$ cat src/rtl/segasys1_sprrom_fetch.sv
// Sprite chip-ROM responder: serves byte reads from a two-word cache, filling it from
// the 16-bit ROM port on demand misses and prefetching the neighbouring word in the walk direction.
module segasys1_sprrom_fetch #(
  parameter int LATE_CYC = 16
) (
  input  logic        VCLKx8,
  input  logic        RESETn,
  input  logic        dl_busy,
  input  logic [17:0] sprchad,
  output logic [7:0]  sprchdt,
  output logic        rom_req,
  output logic [16:0] rom_addr,
  input  logic        rom_valid,
  input  logic [15:0] rom_data,
  output logic        late
);
  localparam int CW = $clog2(LATE_CYC + 1);

  typedef enum logic [1:0] {S_IDLE, S_DEMAND, S_PREFETCH, S_DL} state_e;

  state_e            state_q;
  logic [1:0]        vld_q;
  logic [1:0][16:0]  tag_q;
  logic [1:0][15:0]  dat_q;
  logic [16:0]       prev_q, addr_q;
  logic              dir_dn_q, req_q, late_q;
  logic [7:0]        dt_q;
  logic [CW-1:0]     lcnt_q, lcnt_d;

  logic [16:0] word, nxt;
  logic        hit0, hit1, hit, nxt_hit, fill_sel;
  logic [15:0] hword;

  always_comb begin
    word     = sprchad[17:1];
    nxt      = dir_dn_q ? word - 17'd1 : word + 17'd1;
    hit0     = vld_q[0] && (tag_q[0] == word);
    hit1     = vld_q[1] && (tag_q[1] == word);
    hit      = hit0 || hit1;
    hword    = hit0 ? dat_q[0] : dat_q[1];
    nxt_hit  = (vld_q[0] && (tag_q[0] == nxt)) || (vld_q[1] && (tag_q[1] == nxt));
    // never evict the word the engine is currently reading
    fill_sel = hit0;
    lcnt_d   = lcnt_q;
    if (!hit) begin
      if (word != prev_q)                 lcnt_d = CW'(1);
      else if (lcnt_q != CW'(LATE_CYC))   lcnt_d = lcnt_q + CW'(1);
    end
  end

  always_ff @(posedge VCLKx8) begin
    if (!RESETn) begin
      state_q  <= S_IDLE;
      vld_q    <= '0;
      tag_q    <= '0;
      dat_q    <= '0;
      prev_q   <= '0;
      addr_q   <= '0;
      dir_dn_q <= 1'b0;
      req_q    <= 1'b0;
      late_q   <= 1'b0;
      dt_q     <= '0;
      lcnt_q   <= '0;
    end else if (dl_busy) begin
      state_q <= S_DL;
      req_q   <= 1'b0;
      vld_q   <= '0;
      dt_q    <= '0;
      lcnt_q  <= '0;
    end else begin
      if (word != prev_q) begin
        prev_q <= word;
        if (word == prev_q - 17'd1)      dir_dn_q <= 1'b1;
        else if (word == prev_q + 17'd1) dir_dn_q <= 1'b0;
      end
      lcnt_q <= lcnt_d;
      if (lcnt_d == CW'(LATE_CYC)) late_q <= 1'b1;
      if (hit) dt_q <= sprchad[0] ? hword[15:8] : hword[7:0];
      case (state_q)
        S_IDLE: begin
          if (!hit) begin
            addr_q  <= word;
            req_q   <= 1'b1;
            state_q <= S_DEMAND;
          end else if (!nxt_hit) begin
            addr_q  <= nxt;
            req_q   <= 1'b1;
            state_q <= S_PREFETCH;
          end
        end
        S_DEMAND, S_PREFETCH: begin
          if (rom_valid) begin
            vld_q[fill_sel] <= 1'b1;
            tag_q[fill_sel] <= addr_q;
            dat_q[fill_sel] <= rom_data;
            req_q           <= 1'b0;
            state_q         <= S_IDLE;
            // returned word is the one being asked for right now: forward it directly
            if (addr_q == word) dt_q <= sprchad[0] ? rom_data[15:8] : rom_data[7:0];
          end
        end
        default: state_q <= S_IDLE;
      endcase
    end
  end

  assign sprchdt  = dt_q;
  assign rom_req  = req_q;
  assign rom_addr = addr_q;
  assign late     = late_q;
endmodule

$ cat config.mk
export PLATFORM = sky130hd
export DESIGN_NAME = segasys1_sprrom_fetch
export DESIGN_NICKNAME = d
export VERILOG_FILES = /design/src/rtl/segasys1_sprrom_fetch.sv
export SDC_FILE = /design/constraint.sdc
export NUM_CORES = 1
export LEC_CHECK = 0
export ABC_CLOCK_PERIOD_IN_PS = 12110
export CAP_MARGIN = 30
export CORE_UTILIZATION = 40
export DETAILED_ROUTE_END_ITERATION = 12
export GPL_TIMING_DRIVEN = 0
export PLACE_DENSITY = 0.57
export SETUP_SLACK_MARGIN = 0.5
export SYNTH_ARGS = -nofsm -noshare
export SYNTH_HDL_FRONTEND = slang
export SYNTH_SLANG_ARGS = --single-unit
$ cat constraint.sdc
create_clock -name VCLKx8 -period 12.11 [get_ports VCLKx8]
set_input_delay 3.0275 -clock VCLKx8 [delete_from_list [all_inputs] [get_ports VCLKx8]]
set_output_delay 3.0275 -clock VCLKx8 [all_outputs]
set_load 0.02 [all_outputs]
=== Word level (Yosys, flattened, before mapping) ===
Index checks and enable logic that the tools add are counted.

* Output and inout port bits: 27
* Register bits: 120
* Bits of input ports: 38

* Bitwise gates (word level): 3
* Reductions and logical operators: 20
* Magnitude comparators: 2
* Eq/ne operators: 17
* Muxes and demuxes: 32
* Add/sub/neg operators: 5

{| class="wikitable"
|+ Operator list
! operator !! count
|-
| equality test 17 bit || 7
|-
| 2-to-1 mux 17 bit || 4
|-
| 2-to-1 mux 8 bit || 6
|-
| adder 17 x 1 -> 17 bit, second input constant || 2
|-
| bitwise mux 34 bit || 1
|-
| subtractor 17 x 1 -> 17 bit, second input constant || 2
|-
| bitwise mux 32 bit || 1
|-
| 2-to-1 mux 16 bit || 2
|-
| demux 17 bit (select 1 bit) || 1
|-
| != test 17 bit || 1
|-
| demux 16 bit (select 1 bit) || 1
|-
| 2-to-1 mux 5 bit || 3
|-
| AND reduction 3 bit || 4
|-
| 2-to-1 mux 2 bit || 4
|-
| AND reduction 2 bit || 4
|-
| 2-to-1 mux 1 bit || 6
|-
| != test 3 bit, second input constant || 2
|-
| adder 5 x 1 -> 5 bit, second input constant || 1
|-
| equality test 5 bit, second input constant || 1
|-
| logical AND 1 bit || 5
|-
| != test 5 bit, second input constant || 1
|-
| != test 2 bit, second input constant || 2
|-
| != test 4 bit, second input constant || 1
|-
| case mux 2 bit (2 select lines) || 1
|-
| other kinds (12) || 16
|}

=== Depth between registers and ports, before layout ===
Gate-level depths: netlist (run 1).

* Depth in word-level cells: 9
* Gate-level depth with buffers: 14
* Depth with buffers taken out: 11

=== Least setup slack after synthesis (run 1) ===
No wires, ideal clock.

* Path kind: input to register
* Start: input sprchad[1]
* End: register addr_q[5] (netlist: rom_addr[5])
* Setup time: 0.069 ns
* Setup slack: 6.096 ns
* Data required time: 12.041 ns
* Stages on the path: 12
* Arrival: 5.945 ns
* Path through: fa_1 > a211o_4 > a2111oi_4 > nor3_2 > a221oi_4 > xnor3_1 > nor4_1 > a32oi_1 > o21ai_4 > buf_4 > nand3_1 > o21ai_1

* Word-level cells in the longest chain between the ends: 7
* Elaborated cells between the ends (all ways): 17
* Classes of those cells: add/sub (2); eq/ne (5); mux (3); reduce/logical (7)

{| class="wikitable"
|+ RTL lines
! element !! RTL line !! text
|-
| start: declaration || 9 || <nowiki>input logic [17:0] sprchad,</nowiki>
|-
| adder 17 x 1 -> 17 bit / subtractor 17 x 1 -> 17 bit (equally long branches) || 36 || <nowiki>nxt = dir_dn_q ? word - 17'd1 : word + 17'd1;</nowiki>
|-
| 2-to-1 mux 17 bit || 36 ||
|-
| equality test 17 bit || 41 || <nowiki>nxt_hit = (vld_q[0] && (tag_q[0] == nxt)) || (vld_q[1] && (tag_q[1] == nxt));</nowiki>
|-
| logical AND 1 bit || 41 ||
|-
| logical OR 1 bit || 41 ||
|-
| != test 2 bit (no source line) || n/a ||
|-
| AND reduction 3 bit (no source line) || n/a ||
|-
| end signal: assignment || 82 || <nowiki>addr_q <= word;</nowiki>
|-
| end signal: assignment || 86 || <nowiki>addr_q <= nxt;</nowiki>
|-
| end: declaration || 25 || <nowiki>logic [16:0] prev_q, addr_q;</nowiki>
|}

Several ways; a longest one is shown, not always the timed one. The select of a mux whose other input is x is not followed.
A chain may end at the register's enable or synchronous reset.

=== Final worst setup path (run 1) ===
* Start: input sprchad[7]
* End: register addr_q[10] (netlist: rom_addr[10])

Same word-level chain as after synthesis.

==> results of run 1 <==
[cell usage after synthesis, types with 5 or more instances]
| library cell | count | area, um2 |
|---|---|---|
| o21ai_0 | 61 | 305 |
| o31ai_1 | 6 | 45.0 |
| nand3_1 | 49 | 245 |
| nand4_1 | 27 | 169 |
| nor2b_1 | 36 | 225 |
| a21oi_1 | 31 | 155 |
| a31oi_1 | 8 | 50.1 |
| nand2b_1 | 13 | 81.3 |
| mux2i_1 | 37 | 370 |
| o21a_1 | 8 | 60.1 |
| mux2_2 | 7 | 78.8 |
| o21ai_1 | 6 | 30.0 |
| buf_2 | 14 | 70.1 |
| a2111oi_0 | 5 | 43.8 |
| nor4_1 | 22 | 138 |
| xnor2_1 | 62 | 543 |
| o211ai_1 | 10 | 75.1 |
| dfxtp_1 | 120 | 2400 |
| nor2_1 | 54 | 203 |
| nand4b_1 | 5 | 43.8 |
| clkbuf_1 | 77 | 289 |
| or3_1 | 11 | 68.8 |
| ha_1 | 20 | 250 |
| xnor3_1 | 5 | 113 |
| and3_1 | 10 | 62.6 |
| nand2_1 | 217 | 815 |
| a21o_1 | 7 | 52.6 |
| a211oi_1 | 20 | 150 |
| a21boi_0 | 73 | 548 |
| nor3_1 | 27 | 135 |
| inv_1 | 26 | 97.6 |
| mux4_2 | 8 | 180 |
| xor2_1 | 54 | 473 |
[area by class of cell]
cell class	count	area share
multi-input cells	985	0.588
flip-flops and latches	120	0.217
repair buffers	66	0.0599
clock buffers	21	0.0433
plain buffers	97	0.0364
well taps	313	0.0353
clock inverters	11	0.0109
inverters	27	0.00914
[layer usage]
layer	part of all wire	up-vias
met2	0.44	343
met3	0.067	54
met5	0	-
li1	-	4550
met4	0.025	0
met1	0.46	4568
[power breakdown]
group          total [mW]  internal (mW)  switching (mW)  leakage, nW
registers           0.422          0.407          0.0145        0.974
logic               0.219         0.0865           0.133         2.68
clock network       0.513          0.323           0.189        0.283
[worst min-delay path: cells and delay by family (launching register included)]
family,cells,cell delay (ns)
AO/OA/AOI/OAI,1,0.05
flip-flops,1,0.31
AND/OR/NAND/NOR,1,0.05
[kinds of logic after synthesis]
group / count (synthesis) / synth area share
adder cells (fa/ha/maj): 21 / 0.0287
flip-flops: 120 / 0.255
XOR/XNOR: 121 / 0.120
AND/OR/NAND/NOR: 499 / 0.256
multiplexers: 52 / 0.0667
AO/OA/AOI/OAI: 292 / 0.221
buffers and inverters: 124 / 0.0536
[worst min-delay path by stage]
stage / start / endpoint / slack (ns)
2_1_floorplan: state_q[0] / state_q[0] / 0.43
3_3_place_gp: dat_q[25] / dat_q[25] / 0.45
5_1_grt: dat_q[25] / dat_q[25] / 0.48
6_report: state_q[0] / state_q[0] / 0.45
4_1_cts: state_q[0] / state_q[0] / 0.45
3_5_place_dp: state_q[0] / state_q[0] / 0.44
[registers in the layout (all words and copies together) (netlist names), 2 cells and up]
name,count
state_q,2
prev_q,17
lcnt_q,5
tag_q,34
rom_addr,17
sprchdt,8
dat_q,32
vld_q,2
==> flow_metrics.py, run 1 <==
metrics = {
    "outcome": {
        "outcome": "completed",
    },
    "sta": {
        "worst_slack_ns": 5.05,
        "hold_viol": 0,
        "finalSetupTns_ns": 0,
        "skew_ns": 0.00910,
        "rsz0062_at_grt": "no",
        "max_freq_ghz": 0.142,
        "whs_ns": 0.452,
        "slew_headroom": 0.346,
        "period_minus_slack_ns": 7.06,
        "setup_viol": 0,
        "slew_viol_final": 0,
        "period_share": 0.583,
        "worst_pin_slew_ns": 0.972,
    },
    "final_layout": {
        "nNetsFinal": 1373,
        "fillers": 2358,
        "drive_gt1_frac": 0.0663,
        "regArea_um2": 2400,
        "final_cell_mix": "217 x nand2_1, 120 x dfxtp_1, 77 x clkbuf_1, 73 x a21boi_0",
        "multiInputGateArea_um2": 6520,
        "diodes": 0,
        "utilization": 0.485,
        "final_area_um2": 11100,
        "syn2layout_area_growth_pct": 17.6,
        "fin_cells": 1640,
        "final_common_cell": "nand2_1",
    },
    "global_routing": {
        "antenna_found_initial": 0,
        "grt_pass1_wl_um": 51500,
        "grt_max_degree": 21,
        "gr-usage-met2": 0.433,
        "grt.busiest_layer": "met2",
        "grtUsageTotal": 0.281,
        "grt_pass1_vias": 8822,
        "grt_use_met3": 0.0422,
        "grt_overflow": 0,
        "met1_usage": 0.399,
    },
    "synthesis": {
        "avgSynthCellArea_um2": 7.67,
        "ys_ff_latch": 120,
        "synthCells": 1229,
        "synth_edf_count": 0,
        "synth_nets": 1288,
        "ys_dominant_reg_cell": "dfxtp_1",
        "ys_seq_area_frac": 0.255,
        "synth.distinct_cells": 83,
        "synthArstFlopShare": 0,
        "syn_area_um2": 9430,
        "ys_warn_count": 0,
    },
    "clock_tree": {
        "cts_root_buf": "clkbuf_16",
        "path_clk_slew_ns": 0.05,
        "insertion_delay_ns": 0.42,
        "cts-resized-gates": 0,
        "cts_made_buffers": 17,
        "postCtsHoldBufs": 0,
        "cts_tree": "done",
        "cts_buffer_depth": 2,
        "htreeDepth": 4,
        "cts_sinks": 120,
        "postCtsSetupBuffers": 0,
    },
    "die": {
        "start_util": 0.413,
        "fp-row-count": 55,
        "fp.dieArea_um2": 24200,
        "die_x_um": 156,
        "ioPinCount": 65,
        "core_area_um2": 22800,
        "die_h_um": 156,
    },
    "place": {
        "place_congestion": 0.937,
        "post-place-ws_ns": 4.67,
        "numPlacedInstances": 1607,
        "post_dp_cell_area_um2": 10500,
        "numPortBuffers": 62,
        "hpwl_um": 25800,
    },
    "critical_path": {
        "path_cells": "clkdlybuf4s50_1, ha_1, a21oi_2, o211ai_1, a211o_1, xnor2_1, o21ai_0, nor4_1, a32oi_1, o21ai_4, buf_2, o21ai_0",
        "crit_top_cell": "o21ai_0",
        "cp-startpoint": "sprchad[7]",
        "crit_family": "compound AO/OA/AOI/OAI gates",
        "reg2reg_depth": 13,
        "crit_fanout": 10,
        "path_buf_inv": 2,
        "worstPathRequired_ns": 12.40,
        "critical_path_arrival_ns": 7.35,
        "r2r-end": "rom_addr[10]",
        "slowest_delay_ns": 0.76,
        "rr_startpoint": "dir_dn_q",
        "crit_cells": 12,
        "cpMaxStageDelayCell": "clkdlybuf4s50_1",
        "start_kind": "primary input",
        "worst-r2r-setup-slack_ns": 7.84,
        "critPathCaptureType": "flop",
        "worstSetupEndpoint": "rom_addr[10]",
        "criticalPathCategory": "in2reg",
    },
    "detailed_routing": {
        "vias": 9515,
        "vias_per_cell": 5.80,
        "ant_nets": 0,
        "drt_iter0_drc": 878,
        "drtPass1Iterations": 5,
        "drc": 0,
        "wl_per_cell_um": 20.5,
        "routed_wirelength_um": 33600,
    },
    "pwr": {
        "power.density_nw_per_um2": 104,
        "ir_drop_v": 0.0000968,
        "cellLeakagePower_nw": 3.94,
        "power_mw": 1.15,
    },
    "hold_path": {
        "hold_path_class": "reg2reg",
        "min_path_cells": 2,
    },
    "job": {
        "maxCapViolCount": 0,
    },
}
(Power assumes the default switching activity.)
==> run 2, diff against run 1 <==
Settings changed: ABC_CLOCK_PERIOD_IN_PS 12110 to 6400, PLACE_DENSITY 0.57 to 0.59.
Clock period 12.11 ns to 6.4 ns, I/O delays scaled along.
==> run 2 against run 1 <==
  * Clock-buffer cell count fell by 2
  * Worst setup slack got worse by 4.3 ns
  * Critical path depth fell by 1
  * Clock power rose by 89%
  * Combinational power rose by 89%
  * First-iteration DRC count rose by 13%
  * Worst hold slack improved by 0.0031 ns
  * Design area fell by 0.21%
  * Critical path type unchanged
  * Largest cell class unchanged
==> flow_metrics.py, run 2 (same netlist as run 1, synthesis figures left out) <==
metrics = {
    "detailed_routing": {
        "drc": 0,
        "drt_iter0_drc": 994,
        "wl_met3_um": 2450,
        "ant_nets": 0,
        "m1WireLength_um": 15400,
        "vias": 9474,
        "wl_met2_um": 14700,
        "vias_per_cell": 5.79,
        "routed_wirelength_um": 33100,
        "top_layer": "met4",
        "drtPass1Iterations": 6,
        "wl_per_cell_um": 20.2,
    },
    "final_layout": {
        "fin_cells": 1637,
        "largestRegisters": "tag_q: 34 flops, dat_q: 32 flops",
        "nNetsFinal": 1370,
        "diodes": 0,
        "drive_gt1_frac": 0.0650,
        "final_common_cell": "nand2_1",
        "syn2layout_area_growth_pct": 17.3,
        "largest_reg_flops": 34,
        "utilization": 0.484,
        "final_cell_mix": "217 x nand2_1, 120 x dfxtp_1, 78 x clkbuf_1, 73 x a21boi_0",
        "largest_register": "tag_q",
    },
    "pwr": {
        "netSwitchingFraction": 0.303,
        "p_clk_frac": 0.444,
        "power.density_nw_per_um2": 197,
        "p_comb_frac": 0.190,
        "cellLeakagePower_nw": 3.92,
        "seqPwrFrac": 0.366,
        "ir_drop_v": 0.000202,
        "p_int_mw": 1.52,
        "power_mw": 2.18,
        "p_sw_uw": 661,
    },
    "sta": {
        "worst_pin_slew_ns": 1.05,
        "setup_viol": 0,
        "slew_headroom": 0.288,
        "slew_viol_final": 0,
        "rsz0062_at_grt": "no",
        "period_minus_slack_ns": 5.61,
        "finalSetupTns_ns": 0,
        "hold_viol": 0,
        "max_freq_ghz": 0.178,
        "worst_slack_ns": 0.794,
        "skew_ns": 0.0111,
        "period_share": 0.876,
    },
    "global_routing": {
        "grt_overflow": 0,
        "grtUsageTotal": 0.281,
        "grt_pass1_wl_um": 51400,
        "grt_pass1_vias": 8778,
        "grt_max_degree": 21,
        "antenna_found_initial": 0,
    },
    "clock_tree": {
        "cts_buffer_depth": 2,
        "htreeDepth": 4,
        "insertion_delay_ns": 0.43,
        "cts-resized-gates": 0,
        "cts_tree": "done",
        "cts_root_buf": "clkbuf_16",
        "cts_sinks": 120,
        "path_clk_slew_ns": 0.05,
        "postCtsHoldBufs": 0,
        "postCtsSetupBuffers": 0,
        "cts_made_buffers": 17,
    },
    "critical_path": {
        "r2r-end": "state_q[1]",
        "worstPathRequired_ns": 6.71,
        "rr_startpoint": "dir_dn_q",
        "reg2reg_depth": 13,
        "critical_path_arrival_ns": 5.92,
        "worst-r2r-setup-slack_ns": 2.12,
        "criticalPathCategory": "in2reg",
        "critPathCaptureType": "flop",
        "start_kind": "primary input",
        "crit_fanout": 8,
    },
    "hold_path": {
        "worstHoldStart": "state_q[0]",
        "hold_path_class": "reg2reg",
        "min_path_cells": 2,
        "min_to": "state_q[0]",
    },
    "outcome": {
        "outcome": "completed",
    },
    "place": {
        "post-place-ws_ns": 0.428,
        "numPlacedInstances": 1604,
        "place_congestion": 0.953,
        "numPortBuffers": 62,
        "hpwl_um": 25400,
    },
    "die": {
        "start_util": 0.413,
        "fp-row-count": 55,
        "fp.dieArea_um2": 24200,
        "die_x_um": 156,
        "die_h_um": 156,
        "ioPinCount": 65,
        "core_area_um2": 22800,
    },
    "job": {
        "maxCapViolCount": 0,
    },
}
-- run 2: cell type report --
class | instances | area, um2
plain buffers | 97 | 404
clock buffers | 19 | 443
clock inverters | 13 | 145
fillers | 2317 | 11800
inverters | 27 | 101
multi-input cells | 985 | 6530
flip-flops and latches | 120 | 2400
well taps | 313 | 392
repair buffers | 63 | 648
-- run 2: stage by stage --
stage	hold slack [ns]	instance area (um2)
global route	0.481	11100
detailed placement	0.449	10500
global placement	0.447	10400
finish	0.455	11100
CTS	0.457	11000
floorplan	0.428	9430
-- run 2: critical path, stage by stage --
cell             delay [ns]
clkdlybuf4s50_1        0.79
ha_1                   0.36
a21oi_2                0.37
o211ai_1               0.41
a21oi_1                0.40
mux2i_1                0.51
xnor2_1                0.17
or4b_2                 0.69
o32ai_2                0.39
o21a_1                 0.16
o21ai_1                0.07
-- run 2: power groups by stage --
stage | combinational (mW) | clock [mW] | sequential, mW
2_1_floorplan | 0.262 | 0 | 0.812
3_3_place_gp | 0.404 | 0 | 0.812
3_5_place_dp | 0.405 | 0 | 0.813
4_1_cts | 0.408 | 0.975 | 0.797
5_1_grt | 0.449 | 1.01 | 0.800
6_report | 0.415 | 0.970 | 0.797
-- run 2: worst max-delay path by stage --
| stage | slack (ns) | depth (start not counted) | start | end |
|---|---|---|---|---|
| 2_1_floorplan | 1.81 | 12 | sprchad[1] | rom_addr[5] |
| 3_3_place_gp | 0.45 | 11 | sprchad[7] | state_q[1] |
| 3_5_place_dp | 0.43 | 11 | sprchad[7] | state_q[1] |
| 4_1_cts | 0.87 | 11 | sprchad[7] | state_q[1] |
| 5_1_grt | 0.58 | 12 | sprchad[7] | rom_addr[13] |
| 6_report | 0.79 | 11 | sprchad[7] | state_q[1] |
-- run 2: per-layer routing --
metal,vias up,global-route usage
met4,0,0.0747
met2,356,0.437
met1,4520,0.394
met3,41,0.0567
li1,4557,-
met5,-,0
